==> config.mk <==
export PLATFORM = sky130hd
export DESIGN_NAME = vga_pos_fetch_flat
export DESIGN_NICKNAME = d
export VERILOG_FILES = /design/src/rtl/vga_pos_fetch_if.sv /design/src/rtl/vga_pos_fetch.sv /design/src/flat_wrapper.sv
export SDC_FILE = /design/constraint.sdc
export NUM_CORES = 1
export LEC_CHECK = 0
export CAP_MARGIN = 10
export CELL_PAD_IN_SITES_DETAIL_PLACEMENT = 0
export CELL_PAD_IN_SITES_GLOBAL_PLACEMENT = 1
export CORE_UTILIZATION = 30
export DETAILED_ROUTE_END_ITERATION = 12
export HOLD_SLACK_MARGIN = 0.05
export PLACE_DENSITY = 0.77
export SLEW_MARGIN = 5
export SYNTH_ARGS = -nofsm -noshare
export SYNTH_HDL_FRONTEND = slang
export SYNTH_SLANG_ARGS = --single-unit
==> constraint.sdc <==
create_clock -name clk -period 1.8 [get_ports clk]
set_input_delay 0.27 -clock clk [delete_from_list [all_inputs] [get_ports clk]]
set_output_delay 0.27 -clock clk [all_outputs]
set_load 0.03 [all_outputs]
==> src/rtl/vga_pos_fetch_if.sv <==
// Memory read port, frame input and bit-generator load bus for vga_pos_fetch.
// master = the fetch block, slave = arbiter/memory/bit generator side.
interface vga_pos_fetch_if #(
    parameter int ADDR_W = 16
);
    logic              frame;
    logic              vga_req;
    logic              vga_gnt;
    logic              rd_en;
    logic [ADDR_W-1:0] addr_vga;
    logic [15:0]       mem_rdata;
    logic [15:0]       data_from_mem_vga;
    logic [2:0]        vga_counter;
    logic              busy;
    logic              done;
    logic              overrun;

    modport master (
        input  frame, vga_gnt, mem_rdata,
        output vga_req, rd_en, addr_vga, data_from_mem_vga,
        output vga_counter, busy, done, overrun
    );

    modport slave (
        output frame, vga_gnt, mem_rdata,
        input  vga_req, rd_en, addr_vga, data_from_mem_vga,
        input  vga_counter, busy, done, overrun
    );
endinterface

==> src/rtl/vga_pos_fetch.sv <==
// Per-frame fetch of the sprite position words into the VGA bit generator.
// Define VGA_FETCH_TIMEOUT_EN for the grant timeout and its fetch_err port.
module vga_pos_fetch #(
    parameter int          ADDR_W    = 16,
    parameter int unsigned BASE_ADDR = 32'h3F00,
    parameter int          NUM_WORDS = 6,
    parameter int          MEM_LAT   = 1
`ifdef VGA_FETCH_TIMEOUT_EN
    ,
    parameter int          GNT_TIMEOUT = 255
`endif
) (
    input  logic            clk,
    input  logic            reset,
    vga_pos_fetch_if.master bus
`ifdef VGA_FETCH_TIMEOUT_EN
    ,
    output logic            fetch_err
`endif
);

    localparam int                LW       = $clog2(MEM_LAT + 1);
    localparam logic [2:0]        LAST_IDX = 3'(NUM_WORDS - 1);
    localparam logic [ADDR_W-1:0] BASE     = ADDR_W'(BASE_ADDR);

    typedef enum logic [2:0] {IDLE, ISSUE, WAIT, LAST, DONE} state_e;

    state_e            state_q, state_d;
    logic [2:0]        idx_q, idx_d;
    logic [LW-1:0]     lat_q, lat_d;
    logic [15:0]       data_q, data_d;
    logic [2:0]        code_q, code_d;
    logic              req, rd, fin, busy;
    logic [ADDR_W-1:0] addr;

`ifdef VGA_FETCH_TIMEOUT_EN
    localparam int TW = $clog2(GNT_TIMEOUT + 1);
    logic [TW-1:0] wcnt_q, wcnt_d;
`endif

    always_comb begin
        state_d = state_q;
        idx_d   = idx_q;
        lat_d   = lat_q;
        data_d  = data_q;
        code_d  = '0;
        req     = 1'b0;
        rd      = 1'b0;
        addr    = '0;
        fin     = 1'b0;
`ifdef VGA_FETCH_TIMEOUT_EN
        wcnt_d    = '0;
        fetch_err = 1'b0;
`endif
        unique case (state_q)
            IDLE: begin
                if (bus.frame) state_d = ISSUE;
            end
            ISSUE: begin
                req = 1'b1;
                if (bus.vga_gnt) begin
                    rd      = 1'b1;
                    addr    = BASE + ADDR_W'(idx_q);
                    lat_d   = LW'(MEM_LAT);
                    state_d = WAIT;
                end
`ifdef VGA_FETCH_TIMEOUT_EN
                else if (wcnt_q == TW'(GNT_TIMEOUT - 1)) begin
                    fetch_err = 1'b1;
                    idx_d     = '0;
                    state_d   = IDLE;
                end else begin
                    wcnt_d = wcnt_q + TW'(1);
                end
`endif
            end
            WAIT: begin
                // Grant is not needed here: the read is already in flight.
                req   = 1'b1;
                lat_d = lat_q - LW'(1);
                if (lat_q == LW'(1)) begin
                    data_d = bus.mem_rdata;
                    code_d = idx_q + 3'd1;
                    if (idx_q != LAST_IDX) begin
                        idx_d   = idx_q + 3'd1;
                        state_d = ISSUE;
                    end else begin
                        state_d = LAST;
                    end
                end
            end
            LAST: begin
                state_d = DONE;
            end
            DONE: begin
                fin     = 1'b1;
                idx_d   = '0;
                state_d = IDLE;
            end
            default: begin
                state_d = IDLE;
            end
        endcase
    end

    always_ff @(posedge clk or posedge reset) begin
        if (reset) begin
            state_q <= IDLE;
            idx_q   <= '0;
            lat_q   <= '0;
            data_q  <= '0;
            code_q  <= '0;
`ifdef VGA_FETCH_TIMEOUT_EN
            wcnt_q  <= '0;
`endif
        end else begin
            state_q <= state_d;
            idx_q   <= idx_d;
            lat_q   <= lat_d;
            data_q  <= data_d;
            code_q  <= code_d;
`ifdef VGA_FETCH_TIMEOUT_EN
            wcnt_q  <= wcnt_d;
`endif
        end
    end

    assign busy                  = (state_q != IDLE);
    assign bus.busy              = busy;
    assign bus.overrun           = bus.frame & busy;
    assign bus.vga_req           = req;
    assign bus.rd_en             = rd;
    assign bus.addr_vga          = addr;
    assign bus.done              = fin;
    assign bus.data_from_mem_vga = data_q;
    assign bus.vga_counter       = code_q;

endmodule

==> src/flat_wrapper.sv <==
// flat-port wrapper written by rule: the top's interface ports become plain ports
module vga_pos_fetch_flat 
#(
    parameter int          ADDR_W    = 16,
    parameter int unsigned BASE_ADDR = 32'h3F00,
    parameter int          NUM_WORDS = 6,
    parameter int          MEM_LAT   = 1

)
  (clk, reset, bus_frame, bus_vga_gnt, bus_mem_rdata, bus_vga_req, bus_rd_en, bus_addr_vga, bus_data_from_mem_vga, bus_vga_counter, bus_busy, bus_done, bus_overrun);
  vga_pos_fetch_if #(.ADDR_W(ADDR_W)) bus_i ();
  input  logic clk;
  input  logic reset;
  input wire logic [$bits(bus_i.frame)-1:0] bus_frame;
  input wire logic [$bits(bus_i.vga_gnt)-1:0] bus_vga_gnt;
  input wire logic [$bits(bus_i.mem_rdata)-1:0] bus_mem_rdata;
  output wire logic [$bits(bus_i.vga_req)-1:0] bus_vga_req;
  output wire logic [$bits(bus_i.rd_en)-1:0] bus_rd_en;
  output wire logic [$bits(bus_i.addr_vga)-1:0] bus_addr_vga;
  output wire logic [$bits(bus_i.data_from_mem_vga)-1:0] bus_data_from_mem_vga;
  output wire logic [$bits(bus_i.vga_counter)-1:0] bus_vga_counter;
  output wire logic [$bits(bus_i.busy)-1:0] bus_busy;
  output wire logic [$bits(bus_i.done)-1:0] bus_done;
  output wire logic [$bits(bus_i.overrun)-1:0] bus_overrun;
  assign bus_i.frame = bus_frame;
  assign bus_i.vga_gnt = bus_vga_gnt;
  assign bus_i.mem_rdata = bus_mem_rdata;
  assign bus_vga_req = bus_i.vga_req;
  assign bus_rd_en = bus_i.rd_en;
  assign bus_addr_vga = bus_i.addr_vga;
  assign bus_data_from_mem_vga = bus_i.data_from_mem_vga;
  assign bus_vga_counter = bus_i.vga_counter;
  assign bus_busy = bus_i.busy;
  assign bus_done = bus_i.done;
  assign bus_overrun = bus_i.overrun;
  vga_pos_fetch #(.ADDR_W(ADDR_W), .BASE_ADDR(BASE_ADDR), .NUM_WORDS(NUM_WORDS), .MEM_LAT(MEM_LAT)) u_core (.clk(clk), .reset(reset), .bus(bus_i));
endmodule
; ---- Word-level counts from Yosys, hierarchy flattened
; Cells that the tools add are included.
[totals]
regBits = 26
out_inout_bits = 40
elab_cells = 45
[op_classes]
muxes = 18
n_addsub = 3
n_eq_ne = 9
n_bitwise = 1
reduce_logical = 9
[ops]
columns = cell, count
row1 = $mux 16, 2
row2 = $mux 3, 7
row3 = $add 14x3->15 const A, 1
row4 = $pmux 3 s4, 1
row5 = $eq 3x2->1 const B, 2
row6 = $pmux 3 s2, 1
row7 = $reduce_and 3->1, 2
row8 = $mux 1, 5
row9 = $ne 2x1->1 const B, 2
row10 = $ne 2x2->1 const B, 2
row11 = $reduce_and 2->1, 2
row12 = $reduce_bool 2->1, 2
row13 = $add 3x1->3 const B, 1
row14 = $eq 3x1->1 const B, 1
row15 = $eq 3x3->1 const B, 1
row16 = $logic_not 3->1, 1
row17 = $ne 3x3->1 const B, 1
row18 = $reduce_bool 3->1, 1
row19 = $mux 2, 1
row20 = $pmux 1 s2, 1
row21 = $reduce_or 2->1, 1
row22 = $and 1x1->1, 1
row23 = $sub 1x1->1 const B, 1

; ---- Depth between registers and ports, before layout
; Gate-level depths: netlist of run 1.
[depth]
depth_word = 4
depth_mapped = 5
mapped_depth_nobuf = 5

; ---- Worst setup path after synthesis of run 1
; OpenSTA, ideal clock, no wires.
[synth_timing]
path_type = reg2out
startpoint = register u_core.state_q[0]
endpoint = output bus_addr_vga[0]
arrival_ns = 1.409
required_time_ns = 1.530
path_stages_with_launch = 4
path_slack_ns = 0.121
path_cell_list = dfrtp_1 > clkbuf_1 > and4bb_2 > and2_1
[synth_between]
elab_chain_len = 2
[synth_lines]
columns = item, line
row1 = "start, declared", vga_pos_fetch.sv:28  ; state_e state_q, state_d;
row2 = "start signal, assigned", vga_pos_fetch.sv:117  ; state_q <= state_d;
row3 = $eq 3x1->1, vga_pos_fetch.sv:55  ; unique case (state_q)
row4 = $mux 16, vga_pos_fetch.sv:55
row5 = "end, declared", flat_wrapper.sv:19  ; output wire logic [$bits(bus_i.addr_vga)-1:0] bus_addr_vga;
; Every way passes these cells.

; ---- Final worst setup path of run 1
[layout_timing]
startpoint = register u_core.state_q[1]
endpoint = output bus_addr_vga[1]
; Same word-level chain as after synthesis.

==> results of run 1 <==
[final timing paths]
kind | from | endpoint | slack, ps | cells past startpoint
max in group asynchronous | reset | u_core.state_q[0] | 1070 | 3
min | reset | u_core.bus.data_from_mem_vga[14] | 260 | 2
min in group clk | u_core.bus.data_from_mem_vga[7] | u_core.bus.data_from_mem_vga[7] | 510 | 1
min reg2reg | u_core.bus.data_from_mem_vga[7] | u_core.bus.data_from_mem_vga[7] | 510 | 1
max reg2reg | u_core.state_q[2] | u_core.idx_q[1] | 170 | 4
max | u_core.state_q[1] | bus_addr_vga[1] | 30 | 4
[metal layers]
metal	global-route usage, %	up-vias	share of wire (%)
met1	15.57	442	41
met5	0	-	0
met2	21.75	31	54
met3	2.397	2	5.3
met4	3.989	0	0.30
li1	-	442	-
[what timing repair did]
action,in CTS,in global routing
endpoints found under the hold margin,0,0
setup endpoints to repair,5,4
gates cloned,0,0
gates resized for setup,6,8
pin swaps,0,1
setup buffers,0,3
[worst reg2reg max path, cell delays in order (launching register included)]
cell and delay [ps]:
dfrtp_1 410, buf_4 170, and4bb_4 540, o32ai_1 180, a32o_1 230
[registers in the layout, indices dropped and copies added (netlist names)]
name	count
u_core.bus.data_from_mem_vga	16
u_core.lat_q	1
u_core.idx_q	3
u_core.state_q	3
u_core.bus.vga_counter	3
[through the flow]
| step | hold slack (ps) | util, % | power, W | std cells | area [um^2] |
|---|---|---|---|---|---|
| after CTS | 269.1 | 45.47 | 0.003388 | 205 | 1832 |
| final | 257.9 | 46.55 | 0.003408 | 208 | 1876 |
| after global placement | 492.4 | 43.79 | 0.002969 | 201 | 1764 |
| after floorplan | 310.0 | - | 0.002319 | 110 | 1291 |
| after global routing | 304.5 | 46.55 | 0.003631 | 208 | 1876 |
| after detailed placement | 493.9 | 43.79 | 0.003022 | 201 | 1764 |
[power by group through the flow]
stage	clock network (W)	registers (W)	logic, W
floorplan	0	0.00139	0.000932
global placement	0	0.00101	0.00196
detailed placement	0	0.00103	0.00199
CTS	0.000385	0.00102	0.00198
global route	0.000407	0.00107	0.00215
finish	0.000366	0.00102	0.00202
[synthesized netlist by cell type (2+ instances only)]
cell and number:
nor2_1 3, inv_1 3, ha_1 2, buf_4 14, dfrtp_1 26, mux2_2 16, nor2b_1 3, and2_1 5
nand2_1 3, o21ai_0 2, nand2b_1 2, a32o_1 2
[area by class of cell]
class / count / area share, %
clock buffers: 4 / 2.935
inverters: 5 / 1.134
multi-input cells: 62 / 27.02
flip-flops and latches: 26 / 34.76
well taps: 50 / 3.336
repair buffers: 61 / 30.82
[kinds of logic after synthesis]
group	after synthesis
and+or+nand+nor	23
xor gates and xnor gates	2
other	1
DFF	26
AOI/OAI and AO/OA	11
buffers and inverters	22
adders and majority gates	2
muxes	17
==> impl_metrics.toml, run 1 <==
[setup_path]
crit_family = "simple AND/OR/NAND/NOR gates"
critPathMaxFanout = 8
path_cells = "buf_6, and4bb_4, and2_4, buf_6"
critPathRequiredTime_ps = 1530
cp.arrival_ps = 1500
path_class = "flop to primary output"
critPathBufInv = 2
cp_slowest_cell = "dfrtp_1"
start_kind = "flop"
crit_path_max_incr_delay_ps = 430
path_common_cell = "buf_6"
cp-end-kind = "primary output"

[grt]
grt_start_max_net_pins = 23
grt_overflow = 0
grt_pass1_vias = 889
grt_pass1_wl_um = 4195
antenna_found_initial = 0
grt.total_usage_pct = 12.60

[clock_tree]
path_clk_slew_ps = 90
cts_buffers = 3
clock_path_buffers = 2
h-tree-depth = 1
ctsHoldBuffers = 0
insertion_delay_ps = 260
cts_tree = "done"
ctsRootBufferMaster = "clkbuf_8"
clock_sinks = 26

[sta]
tns_ps = 0
slew_violations = 0
grt_setup_unrepaired = "yes"
finalCriticalPeriod_ps = 1770
period_share_pct = 98.32
setup_violations = 0
worst_slack_ps = 30.19
finalClockSkew_ps = 1.942
hold_viol_final = 0
fmax_mhz = 565.0

[routing]
vias = 917
drc = 0
via_per_inst = 4.409
antenna_left = 0
firstDrtPassIters = 3
post_drt_wl_per_cell_um = 12.69
first_iter_violations = 25
wirelength_um = 2639

[placed_design]
hpwl_um = 2034
routabilityCongestion = 0.7744
dpl_worst_slack_ps = 52.47
port_buffers = 52

[synthesis]
synth_top_area_share_pct = 51.28
synthFlopType = "dfrtp_1"
synthSimpleGateAreaFrac_pct = 11.74
synth_xor_area_share_pct = 1.381
synth.area.mux_share_pct = 14.99
synth_cells = 104
synth-compound-area-share_pct = 6.903
synth_top_family_by_area = "multiplexers"
synth_top_area_cell = "dfrtp_1"
synth_edf_count = 0
syn_area_mm2 = 0.001269
yosys_warnings = 0
postSynthAreaPerCell_um2 = 12.20
synthArstFlopShare_pct = 100.0
ys_seq_elements = 26
synth_fa_ha_area_share_pct = 1.972
synth.distinct_cells = 35
synth_area_leaders = "dfrtp_1 (51%), mux2_2 (14%), buf_4 (8.3%)"
yosysSeqAreaShare_pct = 51.28

[final_layout]
fillers = 384
diodes = 0
final_cell_mix = "clkdlybuf4s50_1 (38), dfrtp_1 (25), mux2_2 (16)"
nets = 181
multi_input_area_um2 = 506.7
mostFrequentLayoutCell = "clkdlybuf4s50_1"
area_growth_pct = 47.83
regArea_um2 = 651.9
layout-drive-gt1-share_pct = 32.91

[pwr]
comb_power_share_pct = 59.3
power.density_mw_per_mm2 = 1817
p_leak_nw = 0.8437
clkPwrFrac_pct = 10.7
p_int_w = 0.001980
p_seq_share_pct = 30.0
p_switching_w = 0.001428
ir_drop_uv = 724.0
p_sw_share_pct = 41.90

[die]
die-area_mm2 = 0.004493
die_height_um = 67.03
ios = 60
coreArea_mm2 = 0.004029
initial_core_util_pct = 31.49
rows = 23
dieWidth_um = 67.03

[hold_path]
hold_class = "input port to async pin"

[outcome]
status = "finished, final reports clean"

[run]
maxCapViolCount = 0
No activity file was read; power rests on OpenSTA's default activity.
==> inputs of run 2 (changes only) <==
Settings changed: HOLD_SLACK_MARGIN 0.05 to 0.1.
==> results of run 2 <==
No change in the layout: final DEF, timing and power equal those of run 1.
==> inputs of run 3 (changes only) <==
Settings changed: CORE_ASPECT_RATIO set to 0.5.
==> run 3 against run 2 <==
Effect of this change:
- core utilization up 1.4 points
- sequential power about the same
- die area up 0.35%
- wire length down 4.7%
- sequential cell count unchanged
- largest cell class unchanged
==> impl_metrics.toml, run 3 (synthesized netlist as in run 1, its figures left out) <==
[clock_tree]
ctsHoldBuffers = 0
clock_sinks = 26
insertion_delay_ps = 270
h-tree-depth = 1
clock_path_buffers = 2
cts_tree = "done"
path_clk_slew_ps = 90
cts_buffers = 3
ctsRootBufferMaster = "clkbuf_8"

[sta]
fmax_mhz = 567.6
tns_ps = 0
slew_violations = 0
grt_setup_unrepaired = "yes"
setup_violations = 0
holdWs_ps = 346.0
period_share_pct = 97.88
finalClockSkew_ps = 6.087
hold_viol_final = 0
finalCriticalPeriod_ps = 1762

[final_layout]
layout-drive-gt1-share_pct = 31.65
nets = 181
final_cell_mix = "clkdlybuf4s50_1 (38), dfrtp_1 (26), mux2_2 (16)"
final_util_pct = 47.99
largest_reg_flops = 16
final_area_mm2 = 0.001912
diodes = 0
area_growth_pct = 50.69
mostFrequentLayoutCell = "clkdlybuf4s50_1"

[setup_path]
crit_path_max_incr_delay_ps = 430
critPathMaxFanout = 5
critPathRequiredTime_ps = 1530
path_class = "flop to primary output"
cp_slowest_cell = "dfrtp_1"
crit_family = "simple AND/OR/NAND/NOR gates"
r2r_slack_ps = 200
path_cells = "buf_6, and4bb_4, and2_1, buf_6"
start_kind = "flop"
reg2reg_to = "u_core.bus.data_from_mem_vga[12]"
cp.arrival_ps = 1490
cp-end-kind = "primary output"
reg2reg_from = "u_core.state_q[0]"
path_common_cell = "buf_6"
critPathBufInv = 2
r2r_cells = 3

[die]
initial_core_util_pct = 31.85
rows = 16
coreArea_mm2 = 0.003984
ios = 60
dieWidth_um = 93.97
die-area_mm2 = 0.004509
die_height_um = 47.99

[routing]
via_per_inst = 4.354
antenna_left = 0
first_iter_violations = 56
post_drt_wl_per_cell_um = 11.86
firstDrtPassIters = 4
vias = 923
wirelength_um = 2515
drc = 0

[hold_path]
hold_class = "input port to async pin"

[pwr]
comb_power_share_pct = 58.3
p_seq_share_pct = 28.3
p_int_w = 0.002116
p_switching_w = 0.001438
clkPwrFrac_pct = 13.4
ir_drop_uv = 712.7
power.density_mw_per_mm2 = 1859
p_sw_share_pct = 40.47
p_leak_nw = 0.8551

[placed_design]
hpwl_um = 1824
port_buffers = 52
routabilityCongestion = 0.7263
placed_area_mm2 = 0.001769

[grt]
grt_start_max_net_pins = 27
grt_pass1_wl_um = 3857
grt_overflow = 0
grt.total_usage_pct = 11.34
grt_pass1_vias = 818
antenna_found_initial = 0

[outcome]
status = "finished, final reports clean"

[run]
maxCapViolCount = 0
## run 3: changes by cell type in the layout (fill, tap and decap cells not counted), sizes merged
cell    change
clkinv      +1
inv         -1
bufinv      +1
clkbuf      -1
## run 3: through the flow
stage                     total power [W]  setup WS [ps]  instances
final                            0.003554          38.12        212
after global routing             0.003769         -41.28        212
after CTS                        0.003484          7.391        209
after detailed placement         0.003028          130.0        205
after global placement           0.002998          145.9        205
after floorplan                  0.002319          120.5        110
## run 3: power groups by stage
stage                     clock [W]  combinational (W)  sequential (W)
after CTS                  0.000491            0.00199         0.00100
final                      0.000475            0.00207         0.00101
after global routing       0.000522            0.00220         0.00104
after detailed placement          0            0.00201         0.00101
after global placement            0            0.00199         0.00101
after floorplan                   0           0.000932         0.00139
## run 3: area by class of cell
cell class                      count  area (um^2)
Tap cell                           54        67.56
Timing Repair Buffer               61        598.1
Clock buffer                        3        41.29
Inverter                            5        20.02
Sequential cell                    26        650.6
Fill cell                         359         2072
Clock inverter                      1        30.03
Multi-Input combinational cell     62        504.2
## run 3: tightest hold or removal path, cell delays in order
cell	delay, ps
clkdlybuf4s50_1	390
inv_1	50
buf_4	310
## run 3: worst max path at each step
stage / endpoint / depth (start not counted) / start / slack (ps)
floorplan: bus_addr_vga[0] / 3 / u_core.state_q[0] / 120
global placement: bus_addr_vga[1] / 4 / bus_vga_gnt / 150
detailed placement: bus_addr_vga[11] / 4 / bus_vga_gnt / 130
CTS: bus_addr_vga[11] / 4 / u_core.state_q[1] / 7
global route: bus_addr_vga[2] / 4 / u_core.state_q[1] / -40
finish: bus_addr_vga[2] / 4 / u_core.state_q[1] / 40
## run 3: per-layer routing
metal | up-vias | part of all wire (%) | GRT usage, %
met2 | 27 | 49 | 19.85
met5 | - | 0 | 0
li1 | 445 | - | -
met1 | 449 | 45 | 14.51
met4 | 0 | 0.83 | 1.846
met3 | 2 | 4.2 | 3.492
## run 3: timing repair
item / in CTS / in global routing
pin swaps: 0 / 1
endpoints found under the setup margin: 2 / 11
resized for setup: 2 / 15
buffers inserted: 0 / 2
cloned: 0 / 1
